$ cat config.mk
export PLATFORM = sky130hd
export DESIGN_NAME = tmds_chan_align_dec
export DESIGN_NICKNAME = d
export VERILOG_FILES = /design/src/rtl/tmds_chan_align_dec.sv
export SDC_FILE = /design/constraint.sdc
export NUM_CORES = 1
export LEC_CHECK = 0
export CAP_MARGIN = 10
export CORE_MARGIN = 1
export CORE_UTILIZATION = 40
export CTS_CLUSTER_SIZE = 12
export DETAILED_ROUTE_END_ITERATION = 7
export DONT_BUFFER_PORTS = 1
export GPL_TIMING_DRIVEN = 0
export PLACE_DENSITY = 0.54
export SLEW_MARGIN = 20
export SYNTH_ARGS = -nofsm -noshare
export SYNTH_HDL_FRONTEND = slang
export SYNTH_SLANG_ARGS = --single-unit
$ cat constraint.sdc
create_clock -name clk -period 2.1 [get_ports clk]
set_clock_uncertainty 0.1 [all_clocks]
set_input_delay 0 -clock clk [delete_from_list [all_inputs] [get_ports clk]]
set_output_delay 0 -clock clk [all_outputs]
set_load 0.005 [all_outputs]
$ cat src/rtl/tmds_chan_align_dec.sv
// Per-lane TMDS word aligner and decoder: hunts for DVI control tokens with bitslip,
// locks after a run of tokens, then decodes pixel bytes with a fixed 2-cycle latency.
module tmds_chan_align_dec #(
    parameter int         SEARCH_MAX   = 2047,
    parameter int         HIT_RUN      = 9,
    parameter int         SYNC_TIMEOUT = 4095,
    parameter int         SLIP_SETTLE  = 3,
    parameter int         CNT_W        = 12,
    parameter logic [1:0] CTRL_IDLE    = 2'b11
) (
    input  logic       clk,
    input  logic       rst,
    input  logic       invert,
    input  logic [9:0] data_in,
    output logic       bitslip,
    output logic [7:0] data_out,
    output logic       de,
    output logic [1:0] ctrl,
    output logic       locked,
    output logic [3:0] slip_cnt,
    output logic       align_err
);

    localparam logic [2:0] ST_IDLE   = 3'd0;
    localparam logic [2:0] ST_SEARCH = 3'd1;
    localparam logic [2:0] ST_HIT    = 3'd2;
    localparam logic [2:0] ST_LOCK   = 3'd3;
    localparam logic [2:0] ST_SLIP   = 3'd4;
    localparam logic [2:0] ST_SETTLE = 3'd5;

    localparam logic [CNT_W-1:0] CNT_ZERO   = {CNT_W{1'b0}};
    localparam logic [CNT_W-1:0] CNT_ONE    = {{(CNT_W-1){1'b0}}, 1'b1};
    localparam logic [CNT_W-1:0] SEARCH_LIM = CNT_W'(SEARCH_MAX);
    localparam logic [CNT_W-1:0] HIT_LIM    = CNT_W'(HIT_RUN - 32'sd1);
    localparam logic [CNT_W-1:0] SYNC_LIM   = CNT_W'(SYNC_TIMEOUT);
    localparam logic [CNT_W-1:0] SETTLE_LIM = CNT_W'(SLIP_SETTLE - 32'sd1);
    localparam logic             HIT_ONE    = (HIT_RUN == 32'sd1);

    // {match, c1c0} for the four DVI control tokens
    function automatic logic [2:0] tok_decode(input logic [9:0] w);
        logic [2:0] r;
        case (w)
            10'b1101010100: r = 3'b1_00;
            10'b0010101011: r = 3'b1_01;
            10'b0101010100: r = 3'b1_10;
            10'b1010101011: r = 3'b1_11;
            default:        r = 3'b0_00;
        endcase
        return r;
    endfunction

    function automatic logic [7:0] tmds_decode(input logic [9:0] d);
        logic [7:0] q;
        logic [7:0] r;
        q    = d[9] ? ~d[7:0] : d[7:0];
        r    = 8'h00;
        r[0] = q[0];
        for (int i = 1; i < 8; i++) begin
            r[i] = d[8] ? (q[i] ^ q[i-1]) : ~(q[i] ^ q[i-1]);
        end
        return r;
    endfunction

    logic [9:0]       w_s;
    logic [2:0]       tok_dec_s;
    logic [9:0]       d_r;
    logic             tok_r;
    logic [1:0]       tok_ctrl_r;
    logic [2:0]       state_r, state_nx_s;
    logic [CNT_W-1:0] search_cnt_r, search_nx_s;
    logic [CNT_W-1:0] hit_cnt_r, hit_nx_s;
    logic [CNT_W-1:0] sync_cnt_r, sync_nx_s;
    logic [CNT_W-1:0] settle_cnt_r, settle_nx_s;

    assign w_s = data_in ^ {10{invert}};

    // token classification of the polarity-corrected input word
    always_comb begin
        tok_dec_s = tok_decode(w_s);
    end

    // stage 1: register the corrected word and its token match
    always_ff @(posedge clk) begin
        if (rst) begin
            d_r        <= 10'h000;
            tok_r      <= 1'b0;
            tok_ctrl_r <= 2'b00;
        end else begin
            d_r        <= w_s;
            tok_r      <= tok_dec_s[2];
            tok_ctrl_r <= tok_dec_s[1:0];
        end
    end

    // alignment FSM next state and counter updates
    always_comb begin
        state_nx_s  = state_r;
        search_nx_s = search_cnt_r;
        hit_nx_s    = hit_cnt_r;
        sync_nx_s   = sync_cnt_r;
        settle_nx_s = settle_cnt_r;
        case (state_r)
            ST_IDLE: begin
                state_nx_s  = ST_SEARCH;
                search_nx_s = CNT_ZERO;
            end
            ST_SEARCH: begin
                if (tok_r) begin
                    if (HIT_ONE) begin
                        state_nx_s = ST_LOCK;
                        sync_nx_s  = CNT_ZERO;
                    end else begin
                        state_nx_s = ST_HIT;
                        hit_nx_s   = CNT_ONE;
                    end
                end else if (search_cnt_r == SEARCH_LIM) begin
                    state_nx_s = ST_SLIP;
                end else begin
                    search_nx_s = search_cnt_r + CNT_ONE;
                end
            end
            ST_SLIP: begin
                state_nx_s  = ST_SETTLE;
                settle_nx_s = CNT_ZERO;
            end
            ST_SETTLE: begin
                if (settle_cnt_r == SETTLE_LIM) begin
                    state_nx_s  = ST_SEARCH;
                    search_nx_s = CNT_ZERO;
                end else begin
                    settle_nx_s = settle_cnt_r + CNT_ONE;
                end
            end
            ST_HIT: begin
                if (!tok_r) begin
                    state_nx_s  = ST_SEARCH;
                    search_nx_s = CNT_ZERO;
                end else if (hit_cnt_r == HIT_LIM) begin
                    state_nx_s = ST_LOCK;
                    sync_nx_s  = CNT_ZERO;
                end else begin
                    hit_nx_s = hit_cnt_r + CNT_ONE;
                end
            end
            ST_LOCK: begin
                if (tok_r) begin
                    sync_nx_s = CNT_ZERO;
                end else if (sync_cnt_r == SYNC_LIM) begin
                    state_nx_s  = ST_SEARCH;
                    search_nx_s = CNT_ZERO;
                end else begin
                    sync_nx_s = sync_cnt_r + CNT_ONE;
                end
            end
            default: begin
                state_nx_s = ST_IDLE;
            end
        endcase
    end

    // FSM state and counter registers
    always_ff @(posedge clk) begin
        if (rst) begin
            state_r      <= ST_IDLE;
            search_cnt_r <= CNT_ZERO;
            hit_cnt_r    <= CNT_ZERO;
            sync_cnt_r   <= CNT_ZERO;
            settle_cnt_r <= CNT_ZERO;
        end else begin
            state_r      <= state_nx_s;
            search_cnt_r <= search_nx_s;
            hit_cnt_r    <= hit_nx_s;
            sync_cnt_r   <= sync_nx_s;
            settle_cnt_r <= settle_nx_s;
        end
    end

    // status: slip pulse, lock flag, slip counter and sticky rotation failure
    always_ff @(posedge clk) begin
        if (rst) begin
            bitslip   <= 1'b0;
            locked    <= 1'b0;
            slip_cnt  <= 4'd0;
            align_err <= 1'b0;
        end else begin
            bitslip <= (state_r == ST_SLIP);
            locked  <= (state_r == ST_LOCK);
            if ((state_nx_s == ST_LOCK) && (state_r != ST_LOCK)) begin
                slip_cnt  <= 4'd0;
                align_err <= 1'b0;
            end else if (state_r == ST_SLIP) begin
                if (slip_cnt == 4'd9) begin
                    slip_cnt  <= 4'd0;
                    align_err <= 1'b1;
                end else begin
                    slip_cnt <= slip_cnt + 4'd1;
                end
            end
        end
    end

    // output stage: decoded data while locked, idle values otherwise
    always_ff @(posedge clk) begin
        if (rst) begin
            data_out <= 8'h00;
            de       <= 1'b0;
            ctrl     <= CTRL_IDLE;
        end else if ((state_r == ST_LOCK) && tok_r) begin
            data_out <= 8'h00;
            de       <= 1'b0;
            ctrl     <= tok_ctrl_r;
        end else if (state_r == ST_LOCK) begin
            data_out <= tmds_decode(d_r);
            de       <= 1'b1;
            ctrl     <= CTRL_IDLE;
        end else begin
            data_out <= 8'h00;
            de       <= 1'b0;
            ctrl     <= CTRL_IDLE;
        end
    end

endmodule

==> results.toml <==
[flow_run]
drv_cap = 0

[floorplanning]
die-area_um2 = 9912
die_h_um = 99.56
io_pins = 31
die_x_um = 99.56
core_area_um2 = 9240
rows = 35
initial_utilization = 0.4121

[logic_synthesis]
synth_seq_cells = 82
synth_fp_nets = 457
syn_avg_cell_area_um2 = 8.693
synth_ff_type = "dfxtp_1"
yosysWarnings = 0
synth-edff-count = 0
synth_area_um2 = 3807
synthArstFlopShare = 0
synth_cells = 438
ys_seq_area_frac = 0.4312
synth_cell_types = 54

[global_route]
grt_pass1_vias = 2902
grt-ovfl-total = 0
grt_pass1_wl_um = 13210
antenna_found_initial = 0
grt_max_degree = 17
track_usage = 0.1676

[routing]
avgViaCountPerCell = 5.126
drt_iter0_drc = 116
ant_nets = 0
firstDrtPassIters = 4
vias = 3101
wl_per_cell_um = 13.32
post-route-drc-count = 0
routed_wl_um = 8057

[cts]
cts_made_buffers = 9
ctsRootBufferMaster = "clkbuf_8"
cts.reportedPaths.clkPinSlew_ns = 0.09
clock_latency_ns = 0.36
cts_tree = "built"
clock-sinks = 82
cts.htree.levels = 3
cts_buffer_depth = 2

[run_status]
status = "complete, but fails checks"
violations = "negative hold slack"

[timing]
setup_tns_ns = 0
worst_pin_slew_ns = 0.5593
rsz0062_at_grt = "yes"
min_period_ns = 2.093
final.setup.worst_slack_ns = 0.007151
hold_ws_ns = -0.003177
fmax_mhz = 477.8
setup_viol = 0
slew_violations = 0
hold_viol = 1
finalCritPeriodShare = 0.9966
slew_headroom = 0.6272

[setup_path]
end_kind = "flop"
reg2reg_depth = 6
cp_slowest_cell = "or4_1"
path_max_fanout = 5
path_cells = "ha_2 -> and3_4 -> a41oi_2 -> a211o_1 -> or4_1 -> a21oi_2"
slowest_delay_ns = 0.51
crit_required_ns = 2.30
arrival_ns = 2.29
worstSetupPathType = "flop to flop"
r2r-start = "sync_cnt_r[0]"
r2r_end = "search_cnt_r[9]"
r2r_slack_ns = 0.007
cp-start-kind = "flop"

[layout]
nets = 490
nFillCells = 904
multi_input_area_um2 = 2140
drive_gt1_frac = 0.1450
final_cell_mix = "dfxtp_1, nor2_1, xnor2_1"
area.growth.synth_to_final_pct = 18.24
seq_area_um2 = 1650
final_common_cell = "dfxtp_1"
antenna_cells = 0
final_util = 0.4872

[place]
hpwl_um = 5489
port-buffer-count = 0
place_congestion = 0.7765
dp_slack_ns = -0.2809

[worst_hold_path]
whs_path_depth = 2
min_path_type = "primary input to flop"
hp-start = "rst"
hold_end = "bitslip"

[power]
leakagePower_nw = 1.546
power_density_nw_per_um2 = 659.3
ir_drop_mv = 0.3205
## report_power, final
group	total (mW)	switching [mW]	internal [mW]
registers	1.59	0.0137	1.58
logic	0.167	0.0873	0.0797
clock network	1.21	0.640	0.573
## how the worst max path moves through the flow
| stage | start | to |
|---|---|---|
| floorplan | sync_cnt_r[0] | search_cnt_r[11] |
| global placement | hit_cnt_r[0] | sync_cnt_r[5] |
| detailed placement | hit_cnt_r[0] | sync_cnt_r[5] |
| CTS | settle_cnt_r[0] | search_cnt_r[9] |
| global route | settle_cnt_r[0] | search_cnt_r[4] |
| finish | sync_cnt_r[0] | search_cnt_r[9] |
## per-stage QoR
stage	hold WS, ns	instances	area (um2)	total power [mW]
finish	-0.003177	605	4502	2.968
global route	0.07395	605	4502	3.091
CTS	0.002899	602	4394	2.998
detailed placement	-0.004162	567	3969	1.763
global placement	-0.003240	567	3969	1.760
floorplan	-0.01661	438	3807	1.736
## state kept, by name (all words and copies together), names as in the netlist
name          cells
slip_cnt          4
ctrl              2
hit_cnt_r        12
tok_ctrl_r        2
state_r           3
tok_r             1
d_r              10
sync_cnt_r       12
align_err         1
de                1
locked            1
bitslip           1
settle_cnt_r     12
data_out          8
search_cnt_r     12
## area by class of cell
cell class / instances / share of cell area
plain buffers: 16 / 0.01723
clock buffers: 9 / 0.02752
clock inverters: 7 / 0.01862
inverters: 17 / 0.01417
multi-input cells: 323 / 0.4753
flip-flops and latches: 82 / 0.3666
well taps: 129 / 0.03585
repair buffers: 22 / 0.04475
## routing by layer
| metal | share of wire | GRT usage | vias up |
|---|---|---|---|
| li1 | - | - | 1604 |
| met1 | 0.50 | 0.2161 | 1441 |
| met2 | 0.45 | 0.2703 | 47 |
| met3 | 0.035 | 0.03935 | 9 |
| met4 | 0.011 | 0.06787 | 0 |
| met5 | 0 | 0 | - |
## worst max-delay path: cells and delay by family, from the launching register on
kind                       cells  cell delay [ns]
DFF                            1             0.37
adders and majority gates      1             0.21
AOI/OAI and AO/OA              3             0.62
and+or+nand+nor                2             0.73
## cells in the mapped netlist (all sizes together), types with 3 or more instances
cell | number | share of area
a211oi | 7 | 0.014
a21oi | 20 | 0.026
a31oi | 7 | 0.012
and3 | 8 | 0.013
and3b | 3 | 0.0069
and4 | 4 | 0.0092
buf | 4 | 0.0066
clkbuf | 12 | 0.012
dfxtp | 82 | 0.43
ha | 6 | 0.020
inv | 17 | 0.017
nand2 | 28 | 0.028
nand2b | 6 | 0.0099
nand3 | 24 | 0.032
nand3b | 3 | 0.0059
nand4 | 9 | 0.015
nor2 | 62 | 0.061
nor2b | 4 | 0.0066
nor3 | 10 | 0.014
nor4 | 3 | 0.0089
nor4b | 3 | 0.014
o21ai | 14 | 0.018
o31ai | 6 | 0.012
or2 | 5 | 0.0082
or3 | 10 | 0.016
or4 | 4 | 0.0079
xnor2 | 36 | 0.083
xor2 | 13 | 0.030
## cells by family after synthesis
family / after synthesis / synth area share
and+or+nand+nor: 193 / 0.2734
DFF: 82 / 0.4312
AOI/OAI and AO/OA: 73 / 0.1226
xor gates and xnor gates: 49 / 0.1127
buffers and inverters: 33 / 0.03516
adders and majority gates: 6 / 0.01972
muxes: 2 / 0.005258
## repair_timing
item                                    4_1_cts  5_1_grt
endpoints found under the setup margin       45       41
gates resized for setup                      12       28
hold buffers                                 13        0
endpoints found under the hold margin        19        0
setup buffers                                 6        3
pin swaps                                    10        6
(Power assumes the default switching activity.)
